### config.mk
export PLATFORM = sky130hd
export DESIGN_NAME = tube_readout
export DESIGN_NICKNAME = d
export VERILOG_FILES = /design/src/rtl/tube_readout.sv
export SDC_FILE = /design/constraint.sdc
export NUM_CORES = 1
export LEC_CHECK = 0
export CAP_MARGIN = 25
export CORE_MARGIN = 2
export CORE_UTILIZATION = 30
export DETAILED_ROUTE_END_ITERATION = 10
export MAX_ROUTING_LAYER = met4
export PLACE_DENSITY = 0.56
export REMOVE_ABC_BUFFERS = 1
export SETUP_SLACK_MARGIN = 0.2
export SYNTH_ARGS = -nofsm -noshare
export SYNTH_HDL_FRONTEND = slang
export SYNTH_SLANG_ARGS = --single-unit
### constraint.sdc
create_clock -name i_clk -period 2.8 [get_ports i_clk]
set_input_delay 0.42 -clock i_clk [delete_from_list [all_inputs] [get_ports i_clk]]
set_output_delay 0.42 -clock i_clk [all_outputs]
set_load 0.01 [all_outputs]
### src/rtl/tube_readout.sv
// Purpose: trigger-driven drift-window sequencer that snapshots all tube counts and streams them out one tube per beat.
// Latency: first beat is valid WINDOW+2 cycles after the trigger edge, then one beat per cycle while out_ready is high.
// Backpressure: a beat is held stable while out_ready is low; triggers that arrive while busy are counted and dropped.
module tube_readout #(
  parameter int NUM_TUBES = 8,
  parameter int WINDOW    = 256
) (
  input  logic                   i_clk,
  input  logic                   i_clr_n,
  input  logic                   i_trigger,
  input  logic [NUM_TUBES*8-1:0] i_tube_data,
  output logic                   o_tube_clr,
  output logic                   o_gate_enable,
  output logic                   o_busy,
  output logic                   o_out_valid,
  input  logic                   i_out_ready,
  output logic [5:0]             o_out_tube,
  output logic [7:0]             o_out_count,
  output logic                   o_out_hit,
  output logic                   o_out_last,
  output logic [7:0]             o_out_event,
  output logic [7:0]             o_missed_count
);

  localparam int CW = $clog2(WINDOW + 1);

  typedef enum logic [1:0] {S_IDLE, S_ARM, S_CAPTURE, S_SEND} state_t;

  state_t                 r_state;
  state_t                 w_next;
  logic [CW-1:0]          r_win;
  logic [NUM_TUBES*8-1:0] r_snap;
  logic                   r_tube_clr;
  logic                   r_gate_enable;
  logic                   r_busy;
  logic                   r_out_valid;
  logic [5:0]             r_out_tube;
  logic [7:0]             r_out_count;
  logic                   r_out_hit;
  logic                   r_out_last;
  logic [7:0]             r_out_event;
  logic [7:0]             r_missed_count;
  logic                   w_accept;
  logic [5:0]             w_nidx;
  logic [7:0]             w_ncount;

  assign w_accept = (r_state == S_SEND) && r_out_valid && i_out_ready;
  assign w_nidx   = r_out_tube + 6'd1;

  // State register.
  always_ff @(posedge i_clk) begin
    if (!i_clr_n) r_state <= S_IDLE;
    else          r_state <= w_next;
  end

  // Next-state decode; the window counter reaching WINDOW-1 marks the last ARM cycle.
  always_comb begin
    w_next = r_state;
    case (r_state)
      S_IDLE:    if (i_trigger) w_next = S_ARM;
      S_ARM:     if (r_win == CW'(WINDOW - 1)) w_next = S_CAPTURE;
      S_CAPTURE: w_next = S_SEND;
      S_SEND:    if (w_accept && r_out_last) w_next = S_IDLE;
      default:   w_next = S_IDLE;
    endcase
  end

  // Snapshot lookup for the beat that follows the current one.
  always_comb begin
    w_ncount = 8'd0;
    for (int i = 0; i < NUM_TUBES; i++) begin
      if (w_nidx == 6'(i)) w_ncount = r_snap[i*8 +: 8];
    end
  end

  // Registered outputs, window counter, snapshot and drop counter.
  always_ff @(posedge i_clk) begin
    if (!i_clr_n) begin
      r_tube_clr     <= 1'b1;
      r_gate_enable  <= 1'b0;
      r_busy         <= 1'b0;
      r_out_valid    <= 1'b0;
      r_out_tube     <= 6'd0;
      r_out_count    <= 8'd0;
      r_out_hit      <= 1'b0;
      r_out_last     <= 1'b0;
      r_out_event    <= 8'd0;
      r_missed_count <= 8'd0;
      r_win          <= '0;
      r_snap         <= '0;
    end else begin
      r_tube_clr    <= (w_next == S_IDLE);
      r_gate_enable <= (w_next == S_ARM);
      r_busy        <= (w_next != S_IDLE);
      r_out_valid   <= (w_next == S_SEND);

      if (r_state == S_ARM) r_win <= r_win + 1'b1;
      else                  r_win <= '0;

      if (i_trigger && (r_state != S_IDLE) && (r_missed_count != 8'hFF))
        r_missed_count <= r_missed_count + 8'd1;

      if (r_state == S_CAPTURE) begin
        r_snap      <= i_tube_data;
        r_out_event <= r_out_event + 8'd1;
        r_out_tube  <= 6'd0;
        r_out_count <= i_tube_data[7:0];
        r_out_hit   <= (i_tube_data[7:0] != 8'hFF);
        r_out_last  <= (NUM_TUBES == 1);
      end else if (w_accept) begin
        if (r_out_last) begin
          r_out_tube <= 6'd0;
          r_out_last <= 1'b0;
        end else begin
          r_out_tube  <= w_nidx;
          r_out_count <= w_ncount;
          r_out_hit   <= (w_ncount != 8'hFF);
          r_out_last  <= (w_nidx == 6'(NUM_TUBES - 1));
        end
      end
    end
  end

  assign o_tube_clr     = r_tube_clr;
  assign o_gate_enable  = r_gate_enable;
  assign o_busy         = r_busy;
  assign o_out_valid    = r_out_valid;
  assign o_out_tube     = r_out_tube;
  assign o_out_count    = r_out_count;
  assign o_out_hit      = r_out_hit;
  assign o_out_last     = r_out_last;
  assign o_out_event    = r_out_event;
  assign o_missed_count = r_missed_count;

endmodule

==> impl_metrics.yaml, run 1 <==
status:
  status: "completed"
sta:
  finClkSkew_ps: 8.34
  worst_slew_pin_slew_ps: 601
  min_period_ps: 2450
  min_period_over_period_pct: 87.4
  slew_violations: 0
  finalSetupViolations: 0
  relSlewSlack_pct: 59.9
  rsz0062_at_grt: "no"
  max_clock_freq_mhz: 409
  hold_violations: 0
placement:
  placed_area_um2: 6540
  dp_hpwl_mm: 10.5
  io_buffers: 103
  gp_congestion: 0.827
yosys:
  yosys.area.top_type: "dfxtp_1"
  syn_inst: 641
  synth_top_area_share_pct: 41.9
  synth_edf_count: 0
  synth_flop_cell: "dfxtp_1"
  ys_types: 64
  async_flop_share_pct: 0
  synthTopCellsByArea: "dfxtp_1 42%, nand2_1 11%, a21boi_1 9.3%"
  yosys_warnings: 0
  syn_avg_cell_area_um2: 8.27
  synth_area_um2: 5300
  synth-seq-cells: 111
  yosysSeqAreaShare_pct: 41.9
layout:
  final_util_pct: 39.9
  finalInstanceArea_um2: 6900
  mostFrequentLayoutCells: "152 x nand2_1, 109 x dfxtp_1, 102 x clkdlybuf4s50_1, 66 x a21boi_1, 33 x a21oi_1"
  final_nets: 808
  diodes: 0
  drive_gt1_share_pct: 8.02
  area_growth_pct: 30.1
  mostFrequentLayoutCell: "nand2_1"
setup_path:
  worstSetupPathType: "register to register"
  required_ps: 3040
  cpMaxStageDelayCell: "dfxtp_2"
  cp_top_family: "compound AO/OA/AOI/OAI gates"
  cp_max_fo: 10
  crit_chain: "ha_1 -> nand2b_1 -> o32ai_4 -> nand2_4 -> o22a_1 -> o31a_1 -> nor4_1 -> a21oi_1"
  startpoint_type: "register"
  cp_data_arrival_time_ps: 2690
  cp_num_buf_inv: 0
  ff2ff_setup_slack_ps: 350
  end_kind: "register"
  max_stage_delay_ps: 370
clock_network:
  cts-root-buf: "clkbuf_16"
  numCtsBuffers: 9
  max-clock-path-buffers: 2
  cts_tree: "done"
  post_cts_buffers: 0
  cts.htree.levels: 3
  clkLatencyLatePin_ps: 350
  cts.sinks: 111
  hold_buffers: 0
  path_clk_slew_ps: 80
pwr:
  p_per_area_nw_per_um2: 455
  p_leak_nw: 2.32
  vdd_drop_max_mv: 0.284
die:
  num_io_pins: 104
  dieHeight_um: 137
  core_um2: 17300
  start_util_pct: 30.7
  rows: 48
  dieArea_um2: 18800
  fp.dieW_um: 137
routing:
  wl_mm: 14.3
  drtPass1Iterations: 4
  antenna_left: 0
  viasPerCell: 4.87
  drt_iter0_markers: 239
  drc: 0
  vias: 4680
  wire_per_inst_um: 14.9
grt:
  track_usage_pct: 15.9
  grt_max_degree: 79
  grt_first_pass_wirelength_mm: 22.8
  grt.overflow.total: 0
  grt_pass1_vias: 4616
  antenna_found_initial: 0
flow_run:
  maxCapViolCount: 0
worst_hold_path:
  hold_path_class: "register to register"
timing repair:
action                                  in CTS  in global routing
pin swaps                                    0                  3
endpoints found under the setup margin       1                  1
gates resized for setup                      1                  9
gates cloned                                 0                  0
final timing paths:
| path | startpoint | to | cells after the start |
|---|---|---|---|
| max | o_out_tube[0] | o_out_hit | 8 |
| min | r_snap[18] | r_snap[18] | 2 |
| max reg2reg | o_out_tube[0] | o_out_hit | 8 |
| min reg2reg | r_snap[18] | r_snap[18] | 2 |
logic make-up (layout without fill, tap and decap cells):
logic type | count (synthesis) | in the layout | share of synthesized area [%]
xor+xnor | 15 | 15 | 2.48
flops | 111 | 111 | 41.9
simple gates | 265 | 265 | 23.2
buf+inv | 65 | 160 | 6.13
fa+ha+maj | 9 | 9 | 2.12
mux | 1 | 1 | 0.189
compound gates | 175 | 175 | 24.0
cell usage after synthesis, types with 4 or more instances:
master / n
xnor2_1: 12
nor3b_1: 6
a22oi_1: 6
nor2_1: 29
nand2b_1: 7
a21boi_1: 66
inv_1: 21
a21oi_1: 33
nand3b_1: 5
a31oi_1: 4
o211a_1: 4
nand2_1: 152
nand4_1: 8
ha_1: 9
a221oi_1: 4
o21ai_0: 16
dfxtp_1: 111
or3_1: 8
nor2b_1: 4
a221o_1: 6
clkbuf_1: 32
nand3_1: 14
and2_1: 14
buf_6: 4
a21boi_0: 4
through the flow:
stage	hold slack (ps)	power, mW	std cells	TNS [ps]	setup slack, ps
6_report	454	3.14	961	0	354
5_1_grt	478	3.27	961	0	222
4_1_cts	460	3.19	961	0	213
3_5_place_dp	450	1.79	945	0	217
3_3_place_gp	443	1.79	945	0	383
2_1_floorplan	430	1.66	597	-914	-137
worst min-delay path: stages, from the launching register on:
cell,delay (ps)
dfxtp_1,310
nand2_1,50
a21boi_1,50
area by class of cell:
type	count	area, µm²
clock buffers	10	229
clock inverters	6	91.3
fillers	1763	10400
inverters	21	78.8
multi-input cells	465	2810
flip-flops and latches	111	2220
well taps	225	282
repair buffers	123	1190
sequential cells by signal, summed over array words and instances (netlist names):
register,flops
o_busy,1
o_gate_enable,1
o_missed_count,8
o_out_count,8
o_out_event,8
o_out_hit,1
o_out_last,1
o_out_tube,6
o_out_valid,1
o_tube_clr,1
r_snap,64
r_state,2
r_win,9
where the power goes:
| group | internal (mW) | switching (mW) | total (mW) |
|---|---|---|---|
| logic | 0.113 | 0.0513 | 0.164 |
| registers | 1.58 | 0.00652 | 1.59 |
| clock network | 0.792 | 0.594 | 1.39 |
| total | 2.49 | 0.652 | 3.14 |
per-layer routing:
layer	vias up	share of wire, %	global-route usage (%)
met5	-	0	-
met4	0	1.7	4.30
met3	18	5.4	4.26
met2	118	46	25.1
met1	2164	47	20.0
li1	2380	-	-
Power figures use the tool's default switching activity.
==> run 2, diff against run 1 <==
--- a/config.mk
+++ b/config.mk
@@ -6,6 +6,7 @@
 export NUM_CORES = 1
 export LEC_CHECK = 0
 export CAP_MARGIN = 25
+export CORE_ASPECT_RATIO = 0.8
 export CORE_MARGIN = 2
 export CORE_UTILIZATION = 30
 export DETAILED_ROUTE_END_ITERATION = 10
==> impl_metrics.yaml, run 2 (synthesized netlist as in run 1, its figures left out) <==
sta:
  hold_violations: 0
  whs_ps: 458
  relSlewSlack_pct: 62.2
  finClkSkew_ps: 12.8
  min_period_ps: 2380
  rsz0062_at_grt: "no"
  slew_violations: 0
  min_period_over_period_pct: 85.1
  worst_slew_pin_slew_ps: 563
  finalSetupViolations: 0
  max_clock_freq_mhz: 420
grt:
  grt_pass1_vias: 4613
  grt_use_met3_pct: 4.00
  grtUsageMet2_pct: 24.9
  grt_max_degree: 61
  track_usage_pct: 16.3
  grt_first_pass_wirelength_mm: 23.8
  antenna_found_initial: 0
  grt_use_met1_pct: 21.5
  grt.overflow.total: 0
  busiest_layer: "met2"
routing:
  wl_mm: 14.8
  vias: 4804
  wire_per_inst_um: 15.3
  drt_iter0_markers: 349
  antenna_left: 0
  drc: 0
  viasPerCell: 4.98
  drtPass1Iterations: 5
setup_path:
  startpoint_type: "register"
  cp_num_buf_inv: 1
  crit_chain: "buf_4 -> ha_2 -> nand2_1 -> nor4_4 -> nor3_2 -> o22a_1 -> o31a_1 -> nor4_1 -> a21oi_1"
  end_kind: "register"
  required_ps: 3060
  cp_data_arrival_time_ps: 2640
  cpMaxStageDelayCell: "dfxtp_2"
  ff2ff_setup_slack_ps: 420
  cp_max_fo: 8
  cp_top_family: "simple AND/OR/NAND/NOR gates"
  worstSetupPathType: "register to register"
  max_stage_delay_ps: 400
layout:
  fillers: 1766
  mostFrequentLayoutCell: "nand2_1"
  largest_register: "r_snap"
  mostFrequentLayoutCells: "152 x nand2_1, 110 x dfxtp_1, 102 x clkdlybuf4s50_1, 66 x a21boi_1, 33 x a21oi_1"
  largest_reg_flops: 64
  largestRegisters: "r_snap (64), r_win (9)"
  final_nets: 811
  drive_gt1_share_pct: 8.12
  diodes: 0
  area_growth_pct: 31.2
clock_network:
  cts.htree.levels: 3
  numCtsBuffers: 9
  cts_tree: "done"
  path_clk_slew_ps: 80
  cts.sinks: 111
  max-clock-path-buffers: 2
  clkLatencyLatePin_ps: 360
  cts-root-buf: "clkbuf_16"
die:
  fp.dieW_um: 153
  rows: 43
  dieArea_um2: 18800
  num_io_pins: 104
  start_util_pct: 30.6
  dieHeight_um: 123
  core_um2: 17300
placement:
  dp_hpwl_mm: 10.9
  io_buffers: 103
  gp_congestion: 0.800
pwr:
  vdd_drop_max_mv: 0.328
  p_per_area_nw_per_um2: 479
  finalPower_mw: 3.33
  p_leak_nw: 2.35
worst_hold_path:
  hold_path_class: "register to register"
flow_run:
  maxCapViolCount: 0
status:
  status: "completed"
run 2: cell types whose count changed in the layout (fill, tap and decap cells not counted):
cell	previous run	this run
ha_2	2	3
clkbuf_1	1	0
dfxtp_2	2	1
buf_4	19	22
inv_6	2	1
ha_1	7	6
nor2b_1	3	4
dfxtp_1	109	110
nor2b_2	1	0
a221oi_2	3	1
a221oi_1	2	4
bufinv_16	2	4
run 2: metal layers:
metal  up-vias  share of wire (%)
li1       2399                  -
met1      2263                 49
met2       127                 45
met3        15                5.4
met4         0                1.2
met5         -                  0
run 2: metrics by stage:
step | setup slack (ps) | area [µm²] | util [%] | instances | setup TNS, ps
2_1_floorplan | -137 | 5060 | - | 597 | -914
3_3_place_gp | 320 | 6540 | 37.7 | 945 | 0
3_5_place_dp | 248 | 6540 | 37.7 | 945 | 0
4_1_cts | 226 | 6900 | 39.8 | 961 | 0
5_1_grt | 230 | 6960 | 40.2 | 964 | 0
6_report | 418 | 6960 | 40.2 | 964 | 0
run 2: area by class of cell:
type	instances	area [µm²]	share of cell area, %
clock buffers	9	225	3.24
clock inverters	7	143	2.05
inverters	21	78.8	1.13
multi-input cells	465	2800	40.2
flip-flops and latches	111	2220	31.9
well taps	225	282	4.05
repair buffers	126	1210	17.4
run 2: worst register-to-register path, cell delays in order (launching register included):
cell and delay [ps]:
dfxtp_2 400, buf_4 170, ha_2 260, nand2_1 170
nor4_4 270, nor3_2 170, o22a_1 200, o31a_1 300
nor4_1 250, a21oi_1 90
run 2: worst paths after layout:
path,from,end,cells after the start
min,r_snap[54],r_snap[54],2
max reg2reg,o_out_tube[1],o_out_hit,9
max,o_out_tube[1],o_out_hit,9
min reg2reg,r_snap[54],r_snap[54],2
run 2: timing repair:
| action | in CTS | in global routing |
|---|---|---|
| hold buffers | 0 | 0 |
| setup buffers | 0 | 3 |
| gates resized for setup | 0 | 7 |
| endpoints found under the setup margin | 0 | 3 |
run 2: power breakdown:
part / internal [mW] / leakage [nW] / switching, mW / total, mW
Combinational: 0.114 / 1.28 / 0.0525 / 0.166
Clock: 0.968 / 0.180 / 0.606 / 1.57
Sequential: 1.58 / 0.896 / 0.00728 / 1.59
==> run 3, diff against run 2 <==
--- a/config.mk
+++ b/config.mk
@@ -5,13 +5,14 @@
 export SDC_FILE = /design/constraint.sdc
 export NUM_CORES = 1
 export LEC_CHECK = 0
+export ABC_CLOCK_PERIOD_IN_PS = 2800
 export CAP_MARGIN = 25
 export CORE_ASPECT_RATIO = 0.8
 export CORE_MARGIN = 2
-export CORE_UTILIZATION = 30
+export CORE_UTILIZATION = 40
 export DETAILED_ROUTE_END_ITERATION = 10
 export MAX_ROUTING_LAYER = met4
-export PLACE_DENSITY = 0.56
+export PLACE_DENSITY = 0.69
 export REMOVE_ABC_BUFFERS = 1
 export SETUP_SLACK_MARGIN = 0.2
 export SYNTH_ARGS = -nofsm -noshare
==> impl_metrics.yaml, run 3 (synthesized netlist as in run 1, its figures left out) <==
status:
  status: "completed"
setup_path:
  ff2ff_setup_slack_ps: 360
  cp_top_family: "compound AO/OA/AOI/OAI gates"
  r2r-end: "o_out_count[2]"
  cp_num_buf_inv: 0
  r2r_start: "o_out_tube[0]"
  crit_chain: "ha_1 -> nand2b_1 -> o32ai_4 -> and2_1 -> o311ai_1 -> a31oi_2 -> nand2_1 -> o211a_1"
  max_stage_delay_ps: 400
  cp_max_fo: 13
  required_ps: 3050
  cpMaxStageDelayCell: "and2_1"
  end_kind: "register"
  startpoint_type: "register"
  r2r_cells: 8
  cp_data_arrival_time_ps: 2690
  worstSetupPathType: "register to register"
pwr:
  seq_power_share_pct: 53.1
  p_leak_nw: 2.27
  p_per_area_nw_per_um2: 442
  finalPower_mw: 2.99
  pwr-share-comb_pct: 5.4
  vdd_drop_max_mv: 0.298
  power.switching_uw: 658
  p_sw_share_pct: 22.0
  p_int_mw: 2.33
  pwr-share-clk_pct: 41.5
layout:
  final_nets: 806
  finalInstanceArea_um2: 6770
  largestRegisters: "r_snap (64), r_win (9)"
  largest_reg_flops: 64
  area_growth_pct: 27.6
  diodes: 0
  mostFrequentLayoutCell: "nand2_1"
  mostFrequentLayoutCells: "152 x nand2_1, 109 x dfxtp_1, 102 x clkdlybuf4s50_1, 66 x a21boi_1, 33 x a21oi_1"
  drive_gt1_share_pct: 7.49
  fillers: 1192
  largest_register: "r_snap"
grt:
  grt_max_degree: 49
  grt_first_pass_wirelength_mm: 22.1
  grt.overflow.total: 0
  antenna_found_initial: 0
  grt_pass1_vias: 4598
  track_usage_pct: 19.8
sta:
  hold_violations: 0
  rsz0062_at_grt: "no"
  slew_violations: 0
  min_period_ps: 2440
  final.setup.tns_ps: 0
  finClkSkew_ps: 10.5
  fin_ws_ps: 362
  relSlewSlack_pct: 65.5
  worst_slew_pin_slew_ps: 517
  max_clock_freq_mhz: 410
  finalSetupViolations: 0
  min_period_over_period_pct: 87.1
clock_network:
  cts.htree.levels: 3
  max-clock-path-buffers: 2
  cts-root-buf: "clkbuf_16"
  path_clk_slew_ps: 80
  cts_tree: "done"
  numCtsBuffers: 9
  clkLatencyLatePin_ps: 350
  cts.sinks: 111
die:
  dieHeight_um: 107
  dieArea_um2: 14200
  start_util_pct: 41.1
  num_io_pins: 104
  core_um2: 12900
  fp.dieW_um: 133
  rows: 37
routing:
  drc: 0
  wl_mm: 13.8
  vias: 4731
  drt_iter0_markers: 321
  antenna_left: 0
  drtPass1Iterations: 5
  viasPerCell: 5.20
  wire_per_inst_um: 15.1
placement:
  dp_slack_ps: 185
  io_buffers: 103
  dp_hpwl_mm: 10.0
  gp_congestion: 0.874
  placed_area_um2: 6440
worst_hold_path:
  hold_path_class: "register to register"
  whs_endpoint: "r_snap[36]"
  worstHoldStart: "r_snap[36]"
  hold_depth: 2
flow_run:
  maxCapViolCount: 0
==> run 3: cell count changes in the layout (fill, tap and decap cells not counted), sizes merged <==
cell / before / now
inv: 22 / 23
bufinv: 4 / 0
clkinvlp: 0 / 2
buf: 24 / 19
clkbuf: 9 / 10
==> run 3: cell type report <==
| cell class | instances | area, µm² | area share (%) |
|---|---|---|---|
| clock buffer | 10 | 239 | 3.53 |
| clock inverter | 6 | 52.6 | 0.777 |
| inverter | 21 | 78.8 | 1.17 |
| multi-input combinational | 465 | 2790 | 41.2 |
| sequential | 111 | 2230 | 33.0 |
| tap | 175 | 219 | 3.24 |
| timing repair buffer | 121 | 1160 | 17.2 |
==> run 3: worst max-delay path by stage <==
stage / slack, ps / from / to / depth (start not counted)
3_5_place_dp: 180 / o_out_tube[1] / o_out_hit / 9
2_1_floorplan: -140 / r_state[0] / o_out_count[4] / 3
3_3_place_gp: 290 / o_out_tube[1] / o_out_hit / 9
5_1_grt: 200 / o_out_tube[0] / o_out_hit / 8
6_report: 360 / o_out_tube[0] / o_out_count[2] / 8
4_1_cts: 320 / o_out_tube[1] / o_out_hit / 9
==> run 3: tightest hold or removal path, stage by stage, from the launching register on <==
cell and delay [ps]:
dfxtp_1 310, nand2_1 50, a21boi_1 50
==> run 3: through the flow <==
stage	instances	util, %	hold slack [ps]
2_1_floorplan	597	-	430
3_3_place_gp	893	49.9	441
3_5_place_dp	893	49.9	447
4_1_cts	909	52.2	457
5_1_grt	909	52.4	481
6_report	909	52.4	457
==> run 3: what timing repair did <==
item / 4_1_cts / 5_1_grt
resized for setup: 2 / 6
endpoints found under the setup margin: 1 / 2
hold endpoints to repair: 0 / 0
hold buffers: 0 / 0
setup buffers: 0 / 0
pin swaps: 0 / 1
==> run 3: layer usage <==
layer  up-vias  track usage, %  wire (µm)
met3        15            3.45        622
li1       2369               -          -
met5         -               -          0
met1      2240            25.9       6590
met4         0            5.45        160
met2       107            31.9       6390
==> run 3: power groups by stage <==
stage	Combinational, mW	Sequential (mW)	Clock, mW
6_report	0.161	1.59	1.24
5_1_grt	0.172	1.59	1.34
4_1_cts	0.162	1.59	1.28
3_5_place_dp	0.161	1.63	0
3_3_place_gp	0.160	1.63	0
2_1_floorplan	0.0287	1.63	0
